**src/rtl/nf10_identifier_reader_if.sv**
```systemverilog
// nf10_identifier_reader_if: AXI4-Lite bus bundle between the identifier reader and the identifier slave.
// master: drives AR/R-ready and the write channels, which are tied off. slave: the opposite directions.
interface nf10_identifier_reader_if #(
  parameter int ADDR_W = 32,
  parameter int DATA_W = 32
);
  logic [ADDR_W-1:0]   araddr;
  logic                arvalid;
  logic                arready;
  logic [DATA_W-1:0]   rdata;
  logic [1:0]          rresp;
  logic                rvalid;
  logic                rready;
  logic [ADDR_W-1:0]   awaddr;
  logic                awvalid;
  logic                awready;
  logic [DATA_W-1:0]   wdata;
  logic [DATA_W/8-1:0] wstrb;
  logic                wvalid;
  logic                wready;
  logic [1:0]          bresp;
  logic                bvalid;
  logic                bready;
  modport master (
    output araddr, arvalid, rready, awaddr, awvalid, wdata, wstrb, wvalid, bready,
    input  arready, rdata, rresp, rvalid, awready, wready, bresp, bvalid
  );
  modport slave (
    input  araddr, arvalid, rready, awaddr, awvalid, wdata, wstrb, wvalid, bready,
    output arready, rdata, rresp, rvalid, awready, wready, bresp, bvalid
  );
endinterface

```
**src/rtl/nf10_identifier_reader.sv**
```systemverilog
// nf10_identifier_reader: AXI4-Lite master that sweeps C_NUM_WORDS identifier words into a local buffer.
// Ports: M_AXI_ACLK/M_AXI_ARESET clock and sync active-high reset; start/busy/done sweep control;
// rresp_err/timeout_err/words_read status of the last sweep; rd_index/rd_data registered buffer read;
// id_match word-0 compare; m AXI4-Lite master bus (write channels tied off).
// Optional macro NF10_IDENTIFIER_READER_CHECK_EN builds the word-0 compare against C_EXPECTED_ID.
module nf10_identifier_reader #(
  parameter int          C_M_AXI_ADDR_WIDTH = 32,
  parameter int          C_M_AXI_DATA_WIDTH = 32,
  parameter logic [31:0] C_ID_BASEADDR      = 32'h0000_0000,
  parameter int          C_NUM_WORDS        = 16,
  parameter int          C_TIMEOUT          = 255,
  parameter logic [31:0] C_EXPECTED_ID      = 32'h0000_0000
) (
  input  logic        M_AXI_ACLK,
  input  logic        M_AXI_ARESET,
  input  logic        start,
  output logic        busy,
  output logic        done,
  output logic        rresp_err,
  output logic        timeout_err,
  output logic [4:0]  words_read,
  input  logic [3:0]  rd_index,
  output logic [31:0] rd_data,
  output logic        id_match,
  nf10_identifier_reader_if.master m
);
  typedef enum logic [1:0] {IDLE, ADDR, DATA, DONE} state_t;
  localparam logic [3:0]  last_idx = 4'(C_NUM_WORDS - 1);
  localparam logic [15:0] tmo_lim  = 16'(C_TIMEOUT - 1);
  state_t state;
  logic [3:0] idx;
  logic [15:0] timer;
  logic [C_M_AXI_DATA_WIDTH-1:0] buffer [16];
  logic unused_in;
  function automatic logic [C_M_AXI_ADDR_WIDTH-1:0] word_addr(input logic [3:0] i);
    return C_M_AXI_ADDR_WIDTH'(C_ID_BASEADDR + {26'd0, i, 2'b00});
  endfunction
  assign m.awaddr  = '0;
  assign m.awvalid = 1'b0;
  assign m.wdata   = '0;
  assign m.wstrb   = '0;
  assign m.wvalid  = 1'b0;
  assign m.bready  = 1'b1;
  assign unused_in = ^{m.awready, m.wready, m.bresp, m.bvalid};
  always_ff @(posedge M_AXI_ACLK) begin
    if (M_AXI_ARESET) begin
      state       <= IDLE;
      idx         <= '0;
      timer       <= '0;
      busy        <= 1'b0;
      done        <= 1'b0;
      rresp_err   <= 1'b0;
      timeout_err <= 1'b0;
      words_read  <= '0;
      m.araddr    <= '0;
      m.arvalid   <= 1'b0;
      m.rready    <= 1'b0;
    end else begin
      done <= 1'b0;
      case (state)
        IDLE: if (start) begin
          state       <= ADDR;
          idx         <= '0;
          timer       <= '0;
          busy        <= 1'b1;
          rresp_err   <= 1'b0;
          timeout_err <= 1'b0;
          words_read  <= '0;
          m.araddr    <= word_addr(4'd0);
          m.arvalid   <= 1'b1;
        end
        ADDR: if (m.arready) begin
          state     <= DATA;
          timer     <= '0;
          m.arvalid <= 1'b0;
          m.rready  <= 1'b1;
        end else if (timer == tmo_lim) begin
          state       <= DONE;
          busy        <= 1'b0;
          done        <= 1'b1;
          timeout_err <= 1'b1;
          m.arvalid   <= 1'b0;
        end else begin
          timer <= timer + 16'd1;
        end
        DATA: if (m.rvalid) begin
          timer      <= '0;
          words_read <= words_read + 5'd1;
          rresp_err  <= rresp_err | (|m.rresp);
          m.rready   <= 1'b0;
          if (idx == last_idx) begin
            state <= DONE;
            busy  <= 1'b0;
            done  <= 1'b1;
          end else begin
            state     <= ADDR;
            idx       <= idx + 4'd1;
            m.araddr  <= word_addr(idx + 4'd1);
            m.arvalid <= 1'b1;
          end
        end else if (timer == tmo_lim) begin
          state       <= DONE;
          busy        <= 1'b0;
          done        <= 1'b1;
          timeout_err <= 1'b1;
          m.rready    <= 1'b0;
        end else begin
          timer <= timer + 16'd1;
        end
        default: state <= IDLE;
      endcase
    end
  end
  // Buffer deliberately has no reset; errored words are stored like good ones.
  always_ff @(posedge M_AXI_ACLK) begin
    if (state == DATA && m.rvalid) buffer[idx] <= m.rdata;
  end
  always_ff @(posedge M_AXI_ACLK) begin
    if (M_AXI_ARESET) rd_data <= '0;
    else rd_data <= buffer[rd_index];
  end
`ifdef NF10_IDENTIFIER_READER_CHECK_EN
  logic cmp_pending;
  // Compare one cycle after word 0 lands, reading it back from the buffer.
  always_ff @(posedge M_AXI_ACLK) begin
    if (M_AXI_ARESET) begin
      cmp_pending <= 1'b0;
      id_match    <= 1'b0;
    end else begin
      cmp_pending <= state == DATA && m.rvalid && idx == 4'd0;
      if (state == IDLE && start) id_match <= 1'b0;
      else if (cmp_pending) id_match <= buffer[0] == C_EXPECTED_ID;
    end
  end
`else
  localparam logic unused_expected = ^C_EXPECTED_ID;
  assign id_match = 1'b0;
`endif
endmodule

```
**src/flat_wrapper.sv**
```systemverilog
// flat-port wrapper written by rule: the top's interface ports become plain ports
module nf10_identifier_reader_flat 
#(
  parameter int          C_M_AXI_ADDR_WIDTH = 32,
  parameter int          C_M_AXI_DATA_WIDTH = 32,
  parameter logic [31:0] C_ID_BASEADDR      = 32'h0000_0000,
  parameter int          C_NUM_WORDS        = 16,
  parameter int          C_TIMEOUT          = 255,
  parameter logic [31:0] C_EXPECTED_ID      = 32'h0000_0000
)
  (M_AXI_ACLK, M_AXI_ARESET, start, busy, done, rresp_err, timeout_err, words_read, rd_index, rd_data, id_match, m_araddr, m_arvalid, m_rready, m_awaddr, m_awvalid, m_wdata, m_wstrb, m_wvalid, m_bready, m_arready, m_rdata, m_rresp, m_rvalid, m_awready, m_wready, m_bresp, m_bvalid);
  nf10_identifier_reader_if m_i ();
  input  logic M_AXI_ACLK;
  input  logic M_AXI_ARESET;
  input  logic start;
  output logic busy;
  output logic done;
  output logic rresp_err;
  output logic timeout_err;
  output logic [4:0] words_read;
  input  logic [3:0] rd_index;
  output logic [31:0] rd_data;
  output logic id_match;
  output wire logic [$bits(m_i.araddr)-1:0] m_araddr;
  output wire logic [$bits(m_i.arvalid)-1:0] m_arvalid;
  output wire logic [$bits(m_i.rready)-1:0] m_rready;
  output wire logic [$bits(m_i.awaddr)-1:0] m_awaddr;
  output wire logic [$bits(m_i.awvalid)-1:0] m_awvalid;
  output wire logic [$bits(m_i.wdata)-1:0] m_wdata;
  output wire logic [$bits(m_i.wstrb)-1:0] m_wstrb;
  output wire logic [$bits(m_i.wvalid)-1:0] m_wvalid;
  output wire logic [$bits(m_i.bready)-1:0] m_bready;
  input wire logic [$bits(m_i.arready)-1:0] m_arready;
  input wire logic [$bits(m_i.rdata)-1:0] m_rdata;
  input wire logic [$bits(m_i.rresp)-1:0] m_rresp;
  input wire logic [$bits(m_i.rvalid)-1:0] m_rvalid;
  input wire logic [$bits(m_i.awready)-1:0] m_awready;
  input wire logic [$bits(m_i.wready)-1:0] m_wready;
  input wire logic [$bits(m_i.bresp)-1:0] m_bresp;
  input wire logic [$bits(m_i.bvalid)-1:0] m_bvalid;
  assign m_araddr = m_i.araddr;
  assign m_arvalid = m_i.arvalid;
  assign m_rready = m_i.rready;
  assign m_awaddr = m_i.awaddr;
  assign m_awvalid = m_i.awvalid;
  assign m_wdata = m_i.wdata;
  assign m_wstrb = m_i.wstrb;
  assign m_wvalid = m_i.wvalid;
  assign m_bready = m_i.bready;
  assign m_i.arready = m_arready;
  assign m_i.rdata = m_rdata;
  assign m_i.rresp = m_rresp;
  assign m_i.rvalid = m_rvalid;
  assign m_i.awready = m_awready;
  assign m_i.wready = m_wready;
  assign m_i.bresp = m_bresp;
  assign m_i.bvalid = m_bvalid;
  nf10_identifier_reader #(.C_M_AXI_ADDR_WIDTH(C_M_AXI_ADDR_WIDTH), .C_M_AXI_DATA_WIDTH(C_M_AXI_DATA_WIDTH), .C_ID_BASEADDR(C_ID_BASEADDR), .C_NUM_WORDS(C_NUM_WORDS), .C_TIMEOUT(C_TIMEOUT), .C_EXPECTED_ID(C_EXPECTED_ID)) u_core (.M_AXI_ACLK(M_AXI_ACLK), .M_AXI_ARESET(M_AXI_ARESET), .start(start), .busy(busy), .done(done), .rresp_err(rresp_err), .timeout_err(timeout_err), .words_read(words_read), .rd_index(rd_index), .rd_data(rd_data), .id_match(id_match), .m(m_i));
endmodule
```
**config.mk**
```make
export PLATFORM = sky130hd
export DESIGN_NAME = nf10_identifier_reader_flat
export DESIGN_NICKNAME = d
export VERILOG_FILES = /design/src/rtl/nf10_identifier_reader_if.sv /design/src/rtl/nf10_identifier_reader.sv /design/src/flat_wrapper.sv
export SDC_FILE = /design/constraint.sdc
export NUM_CORES = 1
export LEC_CHECK = 0
export ABC_AREA = 1
export ABC_CLOCK_PERIOD_IN_PS = 4000
export BUFFER_PORTS_ARGS = -buffer_cell sky130_fd_sc_hd__clkbuf_2
export CAP_MARGIN = 0
export CORE_MARGIN = 1
export CORE_UTILIZATION = 40
export DETAILED_ROUTE_END_ITERATION = 8
export PLACE_DENSITY_LB_ADDON = 0.08
export RECOVER_POWER = 50
export SYNTH_ARGS = -nofsm -noshare
export SYNTH_HDL_FRONTEND = slang
export SYNTH_SLANG_ARGS = --single-unit
```
**constraint.sdc**
```tcl
create_clock -name M_AXI_ACLK -period 4 [get_ports M_AXI_ACLK]
set_input_delay 0.4 -clock M_AXI_ACLK [delete_from_list [all_inputs] [get_ports M_AXI_ACLK]]
set_output_delay 0.4 -clock M_AXI_ACLK [all_outputs]
set_load 0.005 [all_outputs]
```
==> results of run 1 <==
==> registers in the layout, indices dropped and copies added, names as in the netlist <==
register,flops
u_core.buffer,512
u_core.rd_data,32
u_core.timer,16
u_core.words_read,5
u_core.m.araddr,4
u_core.state,2
u_core.busy,1
u_core.done,1
u_core.m.arvalid,1
u_core.m.rready,1
u_core.rresp_err,1
u_core.timeout_err,1
==> metal layers <==
metal / vias up / track usage
met4: 2 / 0.0452
met5: - / 0
li1: 6896 / -
met1: 7275 / 0.260
met3: 80 / 0.0317
met2: 295 / 0.328
==> cells in the final DEF (no fill, tap or decap), drive strengths merged, types with 2 or more instances in the layout <==
master,netlist,layout
edfxtp,512,512
nor2,444,444
o21ai,267,267
clkbuf,56,180
o211ai,109,109
conb,2,100
nand2,81,81
nand3,80,80
dfxtp,65,65
a21oi,63,63
inv,60,60
buf,158,32
clkinv,2,19
ha,11,11
xor2,10,10
nand4,9,9
nor3,7,7
a211oi,4,4
clkinvlp,0,4
bufinv,0,3
a31oi,2,2
nor3b,2,2
o21bai,2,2
==> worst min-delay path by stage <==
stage	startpoint	endpoint
2_1_floorplan	u_core.rresp_err	u_core.rresp_err
3_3_place_gp	u_core.rresp_err	u_core.rresp_err
3_5_place_dp	u_core.rresp_err	u_core.rresp_err
5_1_grt	m_rresp[0]	u_core.rresp_err
6_report	m_rresp[0]	u_core.rresp_err
4_1_cts	m_rresp[0]	u_core.rresp_err
==> final cells by class <==
type                    count  area share
well taps                 765      0.0364
repair buffers            124      0.0267
multi-input cells        1196       0.219
clock buffers              88      0.0653
inverters                  62     0.00910
flip-flops and latches    577       0.635
diodes                      1   0.0000953
clock inverters            24     0.00805
==> worst max-delay path, stage by stage <==
cell and delay (ps):
clkbuf_1 130, clkinvlp_2 1680, clkbuf_1 800, a21oi_1 250, o21ai_1 100, nand3_1 100, a21oi_1 90
==> synth_stat cells, drive strengths merged <==
cell type / count / area [µm²]
nor2: 444 / 1670
o211ai: 109 / 818
nand2: 81 / 304
a21o: 1 / 7.51
o21ai: 267 / 1340
conb: 2 / 7.51
a31oi: 2 / 12.5
nor3: 7 / 35.0
o211a: 1 / 10.0
buf: 158 / 1140
nand3: 80 / 400
a21oi: 63 / 315
nor3b: 2 / 15.0
nor4: 1 / 6.26
inv: 60 / 225
or2: 1 / 6.26
xor2: 10 / 87.6
edfxtp: 512 / 15400
dfxtp: 65 / 1300
clkbuf: 56 / 210
o21bai: 2 / 15.0
a211oi: 4 / 30.0
clkinv: 2 / 7.51
ha: 11 / 138
nand4: 9 / 56.3
o21a: 1 / 7.51
==> cells by family after synthesis <==
logic type / share of synthesized area
xor gates and xnor gates: 0.00372
other: 0.000319
buffers and inverters: 0.0673
AOI/OAI and AO/OA: 0.108
adders and majority gates: 0.00585
DFF: 0.708
and+or+nand+nor: 0.106
==> power by group through the flow <==
stage	clock network [W]	logic, W	registers, W
after floorplan	0	0.000614	0.00679
after global routing	0.00579	0.000957	0.00667
after detailed placement	0	0.000863	0.00679
after CTS	0.00556	0.000867	0.00667
final	0.00543	0.000841	0.00667
after global placement	0	0.000859	0.00679
==> per-stage QoR <==
step / power [W] / instances / utilization / setup slack [ps]
final: 0.0129 / 2837 / 0.454 / 880
after global routing: 0.0134 / 2836 / 0.454 / 610
after CTS: 0.0131 / 2836 / 0.455 / 1330
after detailed placement: 0.00766 / 2724 / 0.422 / 1360
after global placement: 0.00765 / 2724 / 0.422 / 1440
after floorplan: 0.00740 / 2049 / - / 1210
==> results.cfg, run 1 <==
[synth]
synthesis.area_mm2 = 0.0235
synth_cells = 1951
syn_area_per_cell_um2 = 12.1
synth_seq_cells = 577
yosysUniqueCellTypes = 33
yosysSeqAreaShare = 0.708
yosys_warnings = 0

[clocking]
cts_root_buf = clkbuf_16
clk_latency_ps = 610
cts-buffers-inserted = 60
cts_buffer_depth = 3
cts_resized = 0
clk_pin_slew_ps = 60
cts_tree = yes
htreeDepth = 2
cts_setup_buffers = 0
hold_buffers = 0
clkSinkCount = 577

[power_and_ir_drop]
irDropWorstVdd_mv = 0.354
switchingPower_w = 0.00292
p_int_w = 0.0100
seqPwrFrac = 0.515
power_frac_comb = 0.065
switching_share = 0.225
p_leak_nw = 8.80
p_per_area_mw_per_mm2 = 492
p_clk_frac = 0.420

[timing]
finalSetupViolations = 0
hold_slack_ps = 88.0
max_freq_mhz = 321
relSlewSlack = -0.492
finalCriticalPeriod_ps = 3120
finalHoldViolCount = 0
min_period_over_period = 0.780
finClkSkew_ps = 13.5
fin_tns_setup_ps = 0
slew_violations = 90
grt_setup_unrepaired = false
worstMarginPinSlew_ps = 2230

[critical_path]
ff2ff_path_depth = 7
r2r-start = u_core.state[0]
crit_type = in -> reg
startpoint_type = input pin
r2r-end = u_core.buffer[6][29]
arrival_ps = 3600
worst_ep_required_time_ps = 4480
cp-end-kind = flip-flop
startpoint = rd_index[2]
crit_fanout = 41
cp-endpoint = u_core.rd_data[25]
r2r_slack_ps = 1370

[routing]
vias_per_cell = 5.13
drc_errors = 0
drt-total-wl_um = 57900
post_drt_wl_per_cell_um = 20.4
wl_met1_um = 25900
wl_met3_um = 2460
final_antenna_net_count = 0
wl_met2_um = 28500
drt_first_iter_violations = 912
firstDrtPassIters = 5
routed.top_layer = met5
vias = 14500

[run_status]
status = complete, but fails checks
violations = capacitance limit, slew limit

[placement]
placed_area_mm2 = 0.0244
port_buffers = 89
gp_congestion = 0.800
hpwl_um = 28200

[final_layout]
num-fill-cells = 5408
multi_input_area_mm2 = 0.00577
final_area_mm2 = 0.0263
layout-area-overhead-vs-synth_pct = 11.6
drive_above_1_share = 0.0855
seq_area_mm2 = 0.0167
nets = 2080

[die]
ios = 195
core-area_mm2 = 0.0579
start_util = 0.406
die_width_um = 245
rows = 88
die_h_um = 245
die-area_mm2 = 0.0598

[run]
cap_violations = 2

[global_routing]
grt_start_max_net_pins = 113
grt_pass1_wl_um = 87000
antenna_found_initial = 2
grt_pass1_vias = 14100
grt_overflow = 0
gr-usage-all-layers = 0.194

[worst_hold_path]
hold_class = in -> reg
hold_path_depth = 3
No activity file was read; power rests on OpenSTA's default activity.
==> run 2, diff against run 1 <==
ABC_CLOCK_PERIOD_IN_PS = 2900   (was 4000)
clock period = 2.9 ns   (was 4 ns; I/O delays follow)
==> run 2 against run 1 <==
The run still ends with capacitance limit, slew limit left. Clock power is 38% higher. Combinational power is 43% higher. Count of clock-buffer cells in the layout is 5 higher. Die area unchanged.
==> results.cfg, run 2 (same netlist as run 1, synthesis figures left out) <==
[power_and_ir_drop]
finalPower_w = 0.0179
p_per_area_mw_per_mm2 = 672
p_leak_nw = 8.96
irDropWorstVdd_mv = 0.463

[global_routing]
antenna_found_initial = 1
gr-usage-all-layers = 0.188
grt_overflow = 0
grt_start_max_net_pins = 91
grt_pass1_wl_um = 85400
grt_pass1_vias = 13900

[clocking]
cts_tree = yes
clk_latency_ps = 600
cts_resized = 0
htreeDepth = 2
cts_setup_buffers = 0
cts_buffer_depth = 3
clk_pin_slew_ps = 60
cts-buffers-inserted = 59
cts_root_buf = clkbuf_16
clkSinkCount = 577
hold_buffers = 3

[critical_path]
worst_ep_required_time_ps = 3380
crit_fanout = 35
cp-end-kind = flip-flop
ff2ff_path_depth = 7
crit_type = in -> reg
arrival_ps = 2960
startpoint_type = input pin
r2r_slack_ps = 470
r2r-start = u_core.state[0]
r2r-end = u_core.buffer[11][13]

[placement]
port_buffers = 89
gp_congestion = 0.784
dp_slack_ps = 448
placed_area_mm2 = 0.0247
hpwl_um = 29400

[die]
start_util = 0.406
die_width_um = 245
die_h_um = 245
die-area_mm2 = 0.0598
rows = 88
core-area_mm2 = 0.0579
ios = 195

[timing]
fin_ws_ps = 423
finClkSkew_ps = 14.6
slew_violations = 27
finalSetupViolations = 0
worstMarginPinSlew_ps = 1620
fin_tns_setup_ps = 0
grt_setup_unrepaired = false
finalHoldViolCount = 0
relSlewSlack = -0.0873
min_period_over_period = 0.854
max_freq_mhz = 404
finalCriticalPeriod_ps = 2480

[final_layout]
top_register = u_core.buffer
multi_input_area_mm2 = 0.00577
seq_area_mm2 = 0.0167
num-fill-cells = 5326
final_util = 0.460
nets = 2095
most-common-layout-cells = edfxtp_1, nor2_1, o21ai_0, o211ai_1, conb_1
largest_registers = u_core.buffer (512), u_core.rd_data (32), u_core.timer (16)
layout-area-overhead-vs-synth_pct = 13.2
antenna_cells = 0
final_area_mm2 = 0.0266
drive_above_1_share = 0.0916
largest_register_ffs = 512
final_common_cell = edfxtp_1

[routing]
final_antenna_net_count = 0
firstDrtPassIters = 5
drc_errors = 0
vias_per_cell = 5.10
vias = 14500
drt-total-wl_um = 56200
drt_first_iter_violations = 996
post_drt_wl_per_cell_um = 19.7

[run]
cap_violations = 1

[worst_hold_path]
hold_class = in -> reg
hold_path_depth = 6
hold_end = u_core.state[0]
hold_path.startpoint = start

[run_status]
status = complete, but fails checks
violations = capacitance limit, slew limit
run 2: changes by cell type in the layout (fill, tap and decap cells not counted), sizes merged:
cell / previous run / this run
clkbuf: 180 / 181
diode: 1 / 0
buf: 32 / 49
clkinv: 19 / 13
dlygate4sd3: 0 / 3
inv: 60 / 59
run 2: per-stage QoR:
| step | hold WS (ps) | instances |
|---|---|---|
| 2_1_floorplan | 389 | 2049 |
| 3_3_place_gp | 440 | 2737 |
| 3_5_place_dp | 451 | 2737 |
| 4_1_cts | 60.8 | 2850 |
| 5_1_grt | 133 | 2850 |
| 6_report | 121 | 2850 |
run 2: area by class of cell:
cell class	instances	area share
Inverter	62	0.00897
Sequential cell	577	0.626
Tap cell	765	0.0359
Clock buffer	93	0.0671
Multi-Input combinational cell	1196	0.216
Clock inverter	17	0.00596
Timing Repair Buffer	140	0.0398
run 2: power breakdown:
group | internal, W | leakage, nW | switching [W] | total, W
registers | 0.00914 | 5.13 | 0.0000559 | 0.00919
clock network | 0.00447 | 0.942 | 0.00306 | 0.00752
logic | 0.000364 | 2.88 | 0.000835 | 0.00120
total | 0.0140 | 8.96 | 0.00395 | 0.0179
run 2: worst max-delay path by stage:
| stage | startpoint | endpoint | cells after the start |
|---|---|---|---|
| final | rd_index[2] | u_core.rd_data[16] | 6 |
| after floorplan | u_core.state[0] | u_core.buffer[0][0] | 7 |
| after global placement | u_core.state[0] | u_core.buffer[11][6] | 7 |
| after detailed placement | u_core.state[0] | u_core.buffer[11][6] | 7 |
| after CTS | u_core.state[0] | u_core.buffer[11][31] | 7 |
| after global routing | u_core.state[0] | u_core.buffer[11][13] | 7 |
run 2: layer usage:
metal | share of wire | wire length, µm | GRT usage
met4 | 0.019 | 1070 | 0.0504
met2 | 0.48 | 26900 | 0.309
met3 | 0.040 | 2220 | 0.0256
met5 | 0.00018 | 10 | 0
met1 | 0.46 | 26000 | 0.262
run 2: worst max-delay path, cell delays in order:
cell        delay [ps]
clkbuf_1           120
clkinvlp_2        1260
buf_12             670
o211ai_1           130
nand3_1            110
a21oi_1            350
==> run 3, diff against run 2 <==
BUFFER_PORTS_ARGS = -buffer_cell sky130_fd_sc_hd__buf_2   (was -buffer_cell sky130_fd_sc_hd__clkbuf_2)
==> run 3 against run 2 <==
The flow now finishes without violations. Fmax grew 4.4%. Combinational power is essentially flat. Via count shrank 0.87%. Sequential cell count is the same. Sequential power is essentially flat. Sequential share of layout area grew 0.18 points. Utilization shrank 0.13 points. Final cell count grew 0.14%. Cell area shrank 0.29%. Non-clock buffer count shrank 3. Global-route usage shrank 0.074 points. Register-to-register slack gained 60 ps. Critical path type is now reg -> reg. Largest cell class unchanged.
==> results.cfg, run 3 (same netlist as run 1, synthesis figures left out) <==
[placement]
hpwl_um = 28900
gp_congestion = 0.782
placed_area_mm2 = 0.0247
port_buffers = 89

[clocking]
cts_resized = 0
cts_root_buf = clkbuf_16
cts_tree = yes
cts_setup_buffers = 0
cts-buffers-inserted = 61
clkSinkCount = 577
cts_buffer_depth = 3
clk_latency_ps = 630
htreeDepth = 2
clk_pin_slew_ps = 60

[worst_hold_path]
hold_class = in -> reg

[final_layout]
drive_above_1_share = 0.0967
most-common-layout-cells = edfxtp_1, nor2_1, o21ai_0, o211ai_1, conb_1
largest_registers = u_core.buffer (512), u_core.rd_data (32), u_core.timer (16)
final_common_cell = edfxtp_1
top_register = u_core.buffer
largest_register_ffs = 512
num-fill-cells = 5342
nets = 2094
layout-area-overhead-vs-synth_pct = 12.9
final_area_mm2 = 0.0266

[timing]
finalCriticalPeriod_ps = 2370
worstMarginPinSlew_ps = 1220
finalSetupViolations = 0
finalHoldViolCount = 0
grt_setup_unrepaired = false
relSlewSlack = 0.189
fin_tns_setup_ps = 0
max_freq_mhz = 422
slew_violations = 0
finClkSkew_ps = 11.6
min_period_over_period = 0.818

[critical_path]
cp-endpoint = u_core.buffer[9][1]
startpoint_type = flip-flop
startpoint = u_core.state[0]
r2r-end = u_core.buffer[9][1]
arrival_ps = 2650
r2r-start = u_core.state[0]
ff2ff_path_depth = 7
cpPeakStageDelay_ps = 360
worst_ep_required_time_ps = 3180
crit_fanout = 18
cp-end-kind = flip-flop
cp_top_family = buffers and inverters
critPathBufInv = 3
cp_cell_sequence = inv_1 -> ha_1 -> nand2_1 -> inv_1 -> nand2_1 -> nor2_4 -> buf_4
crit_type = reg -> reg
critPathSlowestCell = buf_4
cp_num_cells = 7
r2r_slack_ps = 530

[die]
die_width_um = 245
ios = 195
start_util = 0.406
rows = 88
die_h_um = 245
core-area_mm2 = 0.0579
die-area_mm2 = 0.0598

[routing]
vias_per_cell = 5.05
drt_first_iter_violations = 881
vias = 14400
drt-total-wl_um = 55900
final_antenna_net_count = 0
post_drt_wl_per_cell_um = 19.6
drc_errors = 0
firstDrtPassIters = 5

[run]
cap_violations = 0

[global_routing]
grt_pass1_vias = 13900
grt_overflow = 0
gr-usage-all-layers = 0.187
antenna_found_initial = 2
grt_pass1_wl_um = 85100
grt_start_max_net_pins = 104

[power_and_ir_drop]
irDropWorstVdd_mv = 0.499
p_leak_nw = 8.99
p_per_area_mw_per_mm2 = 677

[run_status]
status = completed
[run 3: changes by cell type in the layout (fill, tap and decap cells not counted), moves of 3 or more]
cell and delta:
buf_2 +44, clkbuf_2 -33, clkbuf_1 -16, clkinv_2 +10, clkbuf_8 -8, clkinv_1 +8
buf_12 -6, o21ai_0 -3, o21ai_1 +3
[run 3: metal layers]
metal | up-vias | track usage | part of all wire
met2 | 232 | 0.307 | 0.48
met5 | - | 0 | 0.00020
met1 | 7164 | 0.258 | 0.46
li1 | 6920 | - | -
met4 | 2 | 0.0461 | 0.019
met3 | 91 | 0.0325 | 0.040
[run 3: through the flow]
step	utilization	instances	worst slack [ps]	hold WS [ps]	power (W)
3_3_place_gp	0.426	2734	555	438	0.0106
5_1_grt	0.459	2853	333	127	0.0187
2_1_floorplan	-	2049	107	389	0.0102
4_1_cts	0.460	2853	481	6.88	0.0182
3_5_place_dp	0.426	2734	498	447	0.0106
6_report	0.459	2854	528	120	0.0180
[run 3: area by class of cell]
cell class	instances	area, µm²	area share
inverter	62	239	0.00899
antenna	1	2.50	0.0000942
tap	765	957	0.0360
multi-input combinational	1196	5770	0.217
clock inverter	36	275	0.0104
timing repair buffer	137	963	0.0363
clock buffer	80	1690	0.0636
sequential	577	16700	0.628
[run 3: what timing repair did]
item,in CTS,in global routing
endpoints found under the hold margin,3,0
hold buffers,3,0
setup endpoints to repair,0,0
[run 3: worst min-delay path by stage]
stage,cells after the start,to,from,slack [ps]
after floorplan,0,u_core.buffer[0][0],m_rdata[0],390
after global placement,2,u_core.rresp_err,u_core.rresp_err,440
after detailed placement,2,u_core.m.arvalid,u_core.m.arvalid,450
after CTS,1,u_core.buffer[5][16],m_rdata[16],7
after global routing,4,u_core.timeout_err,m_arready,130
final,4,u_core.timeout_err,m_arready,120
[run 3: worst min-delay path, delay by kind of cell]
kind                   cells  cell delay (ps)
and+or+nand+nor            2              190
AOI/OAI and AO/OA          1              140
buffers and inverters      1               90
[run 3: power breakdown]
part / switching (W) / internal (W) / leakage [nW]
Clock: 0.00318 / 0.00443 / 0.971
Combinational: 0.000836 / 0.000355 / 2.89
Sequential: 0.0000538 / 0.00914 / 5.13
Total: 0.00407 / 0.0139 / 8.99
